### src/rtl/kbd_message_buffer.sv
// Keyboard line editor with a ring of committed message slots.
// Characters build an edit line; Enter or a save edge commits it to the next slot.
module kbd_message_buffer #(
  parameter int CHARS = 16,
  parameter int SLOTS = 5,
  parameter int WRAP  = 1
) (
  input  logic                                        clock_65mhz,
  input  logic                                        reset_n,
  input  logic [7:0]                                  ascii,
  input  logic                                        char_rdy,
  input  logic                                        save,
  input  logic                                        clear,
  output logic [CHARS*8-1:0]                          cstring,
  output logic [$clog2(CHARS+1)-1:0]                  cursor,
  output logic [SLOTS*CHARS*8-1:0]                    messageout,
  output logic [((SLOTS > 1) ? $clog2(SLOTS) : 1)-1:0] wr_slot,
  output logic [$clog2(SLOTS+1)-1:0]                  msg_count,
  output logic                                        line_full,
  output logic                                        reject
);
  localparam int CW = $clog2(CHARS + 1);
  localparam int SW = (SLOTS > 1) ? $clog2(SLOTS) : 1;
  localparam int MW = $clog2(SLOTS + 1);
  localparam int IW = $clog2(CHARS);

  localparam logic [7:0] ASCII_BS = 8'h08;
  localparam logic [7:0] ASCII_CR = 8'h0D;
  localparam logic [7:0] ASCII_SP = 8'h20;

  // Empty-slot marker: "[" first, "]" last, spaces between.
  function automatic logic [CHARS*8-1:0] blank_line();
    logic [CHARS*8-1:0] b;
    b = '0;
    for (int i = 0; i < CHARS; i++)
      b[8*(CHARS-1-i) +: 8] = (i == 0) ? 8'h5B : (i == CHARS - 1) ? 8'h5D : ASCII_SP;
    return b;
  endfunction

  localparam logic [CHARS*8-1:0] BLANK = blank_line();

  logic [7:0]         line     [CHARS];
  logic [CHARS*8-1:0] slot_mem [SLOTS];
  logic               save_q;
  logic               save_edge;
  logic               is_enter;
  logic               commit_req;
  logic               store_full;
  logic               commit_ok;
  logic               char_lost;

  // NOTE: every always_comb output is assigned on every path, so no latch can be inferred.
  always_comb begin
    save_edge  = save & ~save_q;
    is_enter   = char_rdy && (ascii == ASCII_CR);
    commit_req = is_enter || save_edge;
    store_full = (msg_count == MW'(SLOTS));
    commit_ok  = commit_req && !(store_full && (WRAP == 0));
    char_lost  = char_rdy && !is_enter && commit_req;
  end

  assign line_full = (cursor == CW'(CHARS));

  // NOTE: state uses non-blocking assignments so every register samples pre-edge values.
  always_ff @(posedge clock_65mhz) begin
    if (!reset_n) begin
      save_q    <= 1'b0;
      reject    <= 1'b0;
      cursor    <= '0;
      wr_slot   <= '0;
      msg_count <= '0;
      for (int i = 0; i < CHARS; i++) line[i] <= ASCII_SP;
      // NOTE: slot contents are reset, not only the pointers, because blank slots are visible.
      for (int k = 0; k < SLOTS; k++) slot_mem[k] <= BLANK;
    end else begin
      save_q <= save;
      reject <= 1'b0;

      if (clear) begin
        for (int k = 0; k < SLOTS; k++) slot_mem[k] <= BLANK;
        wr_slot   <= '0;
        msg_count <= '0;
      end else if (commit_ok) begin
        slot_mem[wr_slot] <= cstring;
        wr_slot           <= (wr_slot == SW'(SLOTS - 1)) ? '0 : wr_slot + SW'(1);
        if (!store_full) msg_count <= msg_count + MW'(1);
      end

      // A commit request owns the line this cycle; any coincident character is dropped.
      if (commit_req) begin
        if (commit_ok && !clear) begin
          for (int i = 0; i < CHARS; i++) line[i] <= ASCII_SP;
          cursor <= '0;
        end
        if ((!commit_ok && !clear) || char_lost) reject <= 1'b1;
      end else if (char_rdy) begin
        if (ascii == ASCII_BS) begin
          if (cursor != '0) begin
            line[IW'(cursor - CW'(1))] <= ASCII_SP;
            cursor                     <= cursor - CW'(1);
          end
        end else if (!line_full) begin
          line[cursor[IW-1:0]] <= ascii;
          cursor               <= cursor + CW'(1);
        end else begin
          reject <= 1'b1;
        end
      end
    end
  end

  for (genvar i = 0; i < CHARS; i++) begin : g_line
    assign cstring[8*(CHARS-1-i) +: 8] = line[i];
  end

  for (genvar k = 0; k < SLOTS; k++) begin : g_slot
    assign messageout[CHARS*8*k +: CHARS*8] = slot_mem[k];
  end

endmodule

### config.mk
export PLATFORM = sky130hd
export DESIGN_NAME = kbd_message_buffer
export DESIGN_NICKNAME = d
export VERILOG_FILES = /design/src/rtl/kbd_message_buffer.sv
export SDC_FILE = /design/constraint.sdc
export NUM_CORES = 1
export LEC_CHECK = 0
export ABC_AREA = 1
export BUFFER_PORTS_ARGS = -buffer_cell sky130_fd_sc_hd__buf_2
export CORE_AREA = 2 2 306 308
export DETAILED_ROUTE_END_ITERATION = 12
export DIE_AREA = 0 0 308 310
export GPL_TIMING_DRIVEN = 0
export PLACE_DENSITY = 0.5
export SLEW_MARGIN = 20
export SYNTH_ARGS = -nofsm -noshare
export SYNTH_HDL_FRONTEND = slang
export SYNTH_SLANG_ARGS = --single-unit
### constraint.sdc
create_clock -name clock_65mhz -period 16.93 [get_ports clock_65mhz]
set_input_delay 3.386 -clock clock_65mhz [delete_from_list [all_inputs] [get_ports clock_65mhz]]
set_output_delay 3.386 -clock clock_65mhz [all_outputs]
set_load 0.02 [all_outputs]
======== Word-level counts from Yosys, hierarchy flattened ========
Memories as Yosys holds them, arrays and structs flattened.
Index checks and enable logic that the tools add are counted.
W data, S select, Z words.
word-level totals
  logic and storage cells ................. 128
  bits in writable memories ............... 768
  memories ................................ 2
  bits of input ports ..................... 13
  bits in registers ....................... 13
memories
  memory    depth  bits a word  read ports  clocked after memory_dff  wr ports  line  RTL
  slot_mem  5      128          5           0                         5         43    logic [CHARS*8-1:0] slot_mem [SLOTS];
  line      16     8            16          0                         16        42    logic [7:0] line [CHARS];
cells by class
  eq/ne operators ......................... 8
  reduce and logical (&&, ||, !) cells .... 18
  multiplexer cells ....................... 66
  bitwise operators ....................... 25
  add/sub/neg operators ................... 4
operator list
  kind                   number
  $mux W128              6
  $mux W8                18
  $reduce_or A128 Y1     1
  $mux W1                32
  $mux W5                6
  $or A1 B1 Y1           21
  $eq A8 B4 Y1 const B   2
  $reduce_or A8 Y1       2
  $mux W4                2
  $add A3 B1 Y3 const B  2
  $eq A3 B3 Y1 const B   2
  $mux W3                2
  $add A5 B1 Y5 const B  1
  $eq A5 B5 Y1 const B   1
  $logic_and A1 B1 Y1    5
  $reduce_bool A5 Y1     1
  $sub A5 B1 Y5 const B  1
  $reduce_and A4 Y1      1
  $logic_not A1 Y1       3
  $ne A3 B1 Y1 const B   1
  $ne A3 B2 Y1 const B   1
  $not A1 Y1             3
  $logic_or A1 B1 Y1     2
  $ne A2 B1 Y1 const B   1
  other kinds (4)        4

======== Depth between registers and ports, before layout ========
  depth in word-level cells ............... 11
  mapped depth ............................ 14
  depth with buffers taken out ............ 12

======== Worst setup path before layout ========
Ideal clock, no wire load.
  kind .................................... input-to-reg
  start ................................... input ascii[7]
  end ..................................... memory slot_mem[1][0] (netlist bit), enable pin
  data required time ...................... 16.438 ns
  setup time .............................. 0.492 ns
  path slack .............................. 8.994 ns
  arrival time ............................ 7.444 ns
  stages on the path ...................... 13
  cell sequence ........................... nor2_1 > nand2_1 > inv_2 > nand3_2 > nand2_2 > inv_2 > nor2_4 > inv_2 > nor3_4 > inv_2 > buf_6 > buf_2 > nand2_1
RTL lines
  item             line  RTL
  start, declared  10    input logic [7:0] ascii,
  end, declared    43

==> key figures <==
Route
  • Detail Route Antenna Nets: 0
  • Routed wire length: 108000 um
  • DR vias: 19627
  • Vias per cell: 4.71
  • First-pass detailed-route iteration total: 5
  • DR WL/cell: 25.8 um
  • First DRT Iteration DRCs: 1938
  • DRC: 0

Global route
  • Largest net degree at the start of global routing: 44
  • Tot GR Track Use: 21.6%
  • First-pass GRT wire length: 145000 um
  • Congestion Overflow GR: 0
  • Vias in the first global route: 19015
  • Initial antenna violation count: 7

Placed design
  • DP Area: 34300 um2
  • Hpwl dp: 79300 um
  • Port Buffers: 793
  • Gpl congestion: 0.890

Clock network
  • # hold bufs at CTS: 0
  • CTS tree: done
  • Clock tree sinks: 781
  • Setup bufs post-CTS: 0
  • H-tree depth: 3
  • Cts bufs inserted: 86
  • Root buffer cell: clkbuf_16
  • Clock slew at reported path FFs: 0.06 ns
  • Clock latency on the worst-skew pair: 0.67 ns
  • PostCTS Resize Cnt: 0
  • Max Root-Sink Buffers: 3

Yosys
  • Ys async rst share: 0%
  • Main synth FF type: edfxtp_1
  • Largest area contributor in the netlist: edfxtp_1
  • Seq/Total Area, Yosys: 82.1%
  • Most frequent cell after synthesis: edfxtp_1
  • Instance count of the mapped netlist: 2004
  • Largest cells by area after synthesis: edfxtp_1 (81%), nor2_1 (7.4%), nand2_1 (2.7%)
  • Syn nets: 2024
  • Synth cell count leaders: edfxtp_1 (768), nor2_1 (557), nand2_1 (205)
  • Avg Inst Size Synth: 14.2 um2
  • Top cell type's share of synthesized area: 81.2%
  • Library cells used by synthesis: 30
  • Post-synth EDFFs: 768
  • Synth Warn #: 0
  • Yosys reg bits: 781
  • Synth Cell Area: 28400 um2

Power
  • P_leak: 15.3 nW
  • Switching Fraction: 25.2%
  • Net Sw Power: 1.12 mW
  • Flop pwr share: 50.2%
  • Total Power: 4.44 mW
  • Combinational power share: 8.4%
  • Clk pwr share: 41.4%
  • Cell Int Power: 3.32 mW
  • Peak VDD IR: 84.7 uV
  • P per Cell Area: 120 nW/um2

Min path
  • Hold Path Class: flop to flop

Run
  • MaxCap Viol Count: 0

Critical path
  • FF-to-FF setup slack: 12.75 ns
  • WP data required: 17.26 ns
  • CP startpoint kind: primary input
  • Critical Path Sink Type: flop
  • Worst path slowest cell: nand4_1
  • WP data arrival: 7.59 ns
  • Worst-path fanout max: 42
  • Largest delay share family, worst path: simple AND/OR/NAND/NOR gates
  • Crit path buf inv count: 7
  • Critical Path, Cell by Cell: buf_2 > inv_2 > nor2_2 > inv_2 > nor2_4 > nand4_1 > clkbuf_1 > buf_2 > nand2_4 > buf_16 > buf_16
  • CP peak stage delay: 0.77 ns
  • Crit path kind: primary input to flop

STA
  • Worst Skew: 0.0170 ns
  • Max_slew headroom: 19.9%
  • Max Fclk: 0.138 GHz
  • Setup TNS: 0 ns
  • Final hold vios: 0
  • Final setup viols: 0
  • RSZ-0062 raised after global routing: false
  • Post-layout minimum cycle time: 7.26 ns
  • Final Slew Violations: 0
  • Least-Margin Pin Slew: 1.20 ns
  • Final period util: 42.9%

Finish
  • Fin area: 37000 um2
  • Share of cells above drive strength 1: 34.1%
  • Area growth syn-to-layout: 30.4%
  • Nets: 2923
  • Post-layout util: 40.1%

Die
  • Starting density of the core: 30.7%
  • Number of top-level pins: 794
  • Full die area: 95500 um2
  • DIE WIDTH: 308 um
  • CORE AREA: 92500 um2
  • Die Ht: 310 um
  • Row count: 112

Status
  • Outcome: complete, no violations
==> worst paths after layout <==
check               startpoint               to  cells after the start
setup / recovery       reset_n  slot_mem[4][29]                     11
hold / removal    msg_count[2]     msg_count[2]                      2
setup reg to reg        save_q  slot_mem[2][37]                     11
hold reg to reg   msg_count[2]     msg_count[2]                      2
==> state kept, by name, indices dropped and copies added (netlist names) <==
register and cells:
cursor 5, reject 1, msg_count 3, slot_mem 640, wr_slot 3, save_q 1
line 128
==> placed cells by master (no fill, tap or decap), drive strengths merged, types with 2 or more instances in the layout <==
cell type,count
ha,7
nor3,115
diode,3
clkinvlp,3
nand2,210
xor2,5
a21oi,6
clkbuf,153
dfxtp,13
nor2,561
clkinv,28
o21ai,20
buf,868
inv,170
nand3b,2
edfxtp,768
nand3,28
bufinv,6
==> power groups by stage <==
stage | clock network (mW) | registers, mW | logic (mW)
after floorplan | 0 | 2.37 | 0.0999
after global placement | 0 | 2.29 | 0.360
after detailed placement | 0 | 2.27 | 0.376
after CTS | 1.87 | 2.23 | 0.377
after global routing | 1.94 | 2.24 | 0.395
final | 1.84 | 2.23 | 0.373
==> worst reg2reg max path, delay by kind of cell, from the launching register on <==
kind / cells / cell delay, ns
flops: 1 / 0.30
buf+inv: 6 / 2.13
simple gates: 5 / 1.35
==> per-stage QoR <==
step,setup slack [ns],instances,hold WS (ns)
2_1_floorplan,8.99,2004,0.540
5_1_grt,9.43,4169,0.515
6_report,9.67,4170,0.490
3_3_place_gp,4.30,3994,0.484
4_1_cts,9.58,4167,0.491
3_5_place_dp,8.87,4012,0.482
==> layer usage <==
layer	track usage, %	wire [um]	vias to the layer above
met2	36.3	53000	927
met5	0	28	-
met1	27.3	42500	9862
met3	5.03	8430	175
li1	-	-	8659
met4	7.99	3530	4
==> kinds of logic (layout without fill, tap and decap cells) <==
kind of cell | after synthesis | count (layout) | synth area share, %
xor gates and xnor gates | 6 | 6 | 0.185
other | 0 | 3 | 0
AOI/OAI and AO/OA | 30 | 30 | 0.568
DFF | 781 | 781 | 82.1
adders and majority gates | 7 | 7 | 0.308
and+or+nand+nor | 918 | 918 | 13.1
buffers and inverters | 262 | 1228 | 3.73
==> area by class of cell <==
class / count / area, um2
clock inverter: 43 / 429
inverter: 164 / 616
tap: 1197 / 1500
antenna: 3 / 7.51
buffer: 98 / 449
fill: 8833 / 55400
multi-input combinational: 961 / 4060
clock buffer: 112 / 2280
timing repair buffer: 811 / 4380
sequential: 781 / 23300
No activity file was read; power rests on OpenSTA's default activity.
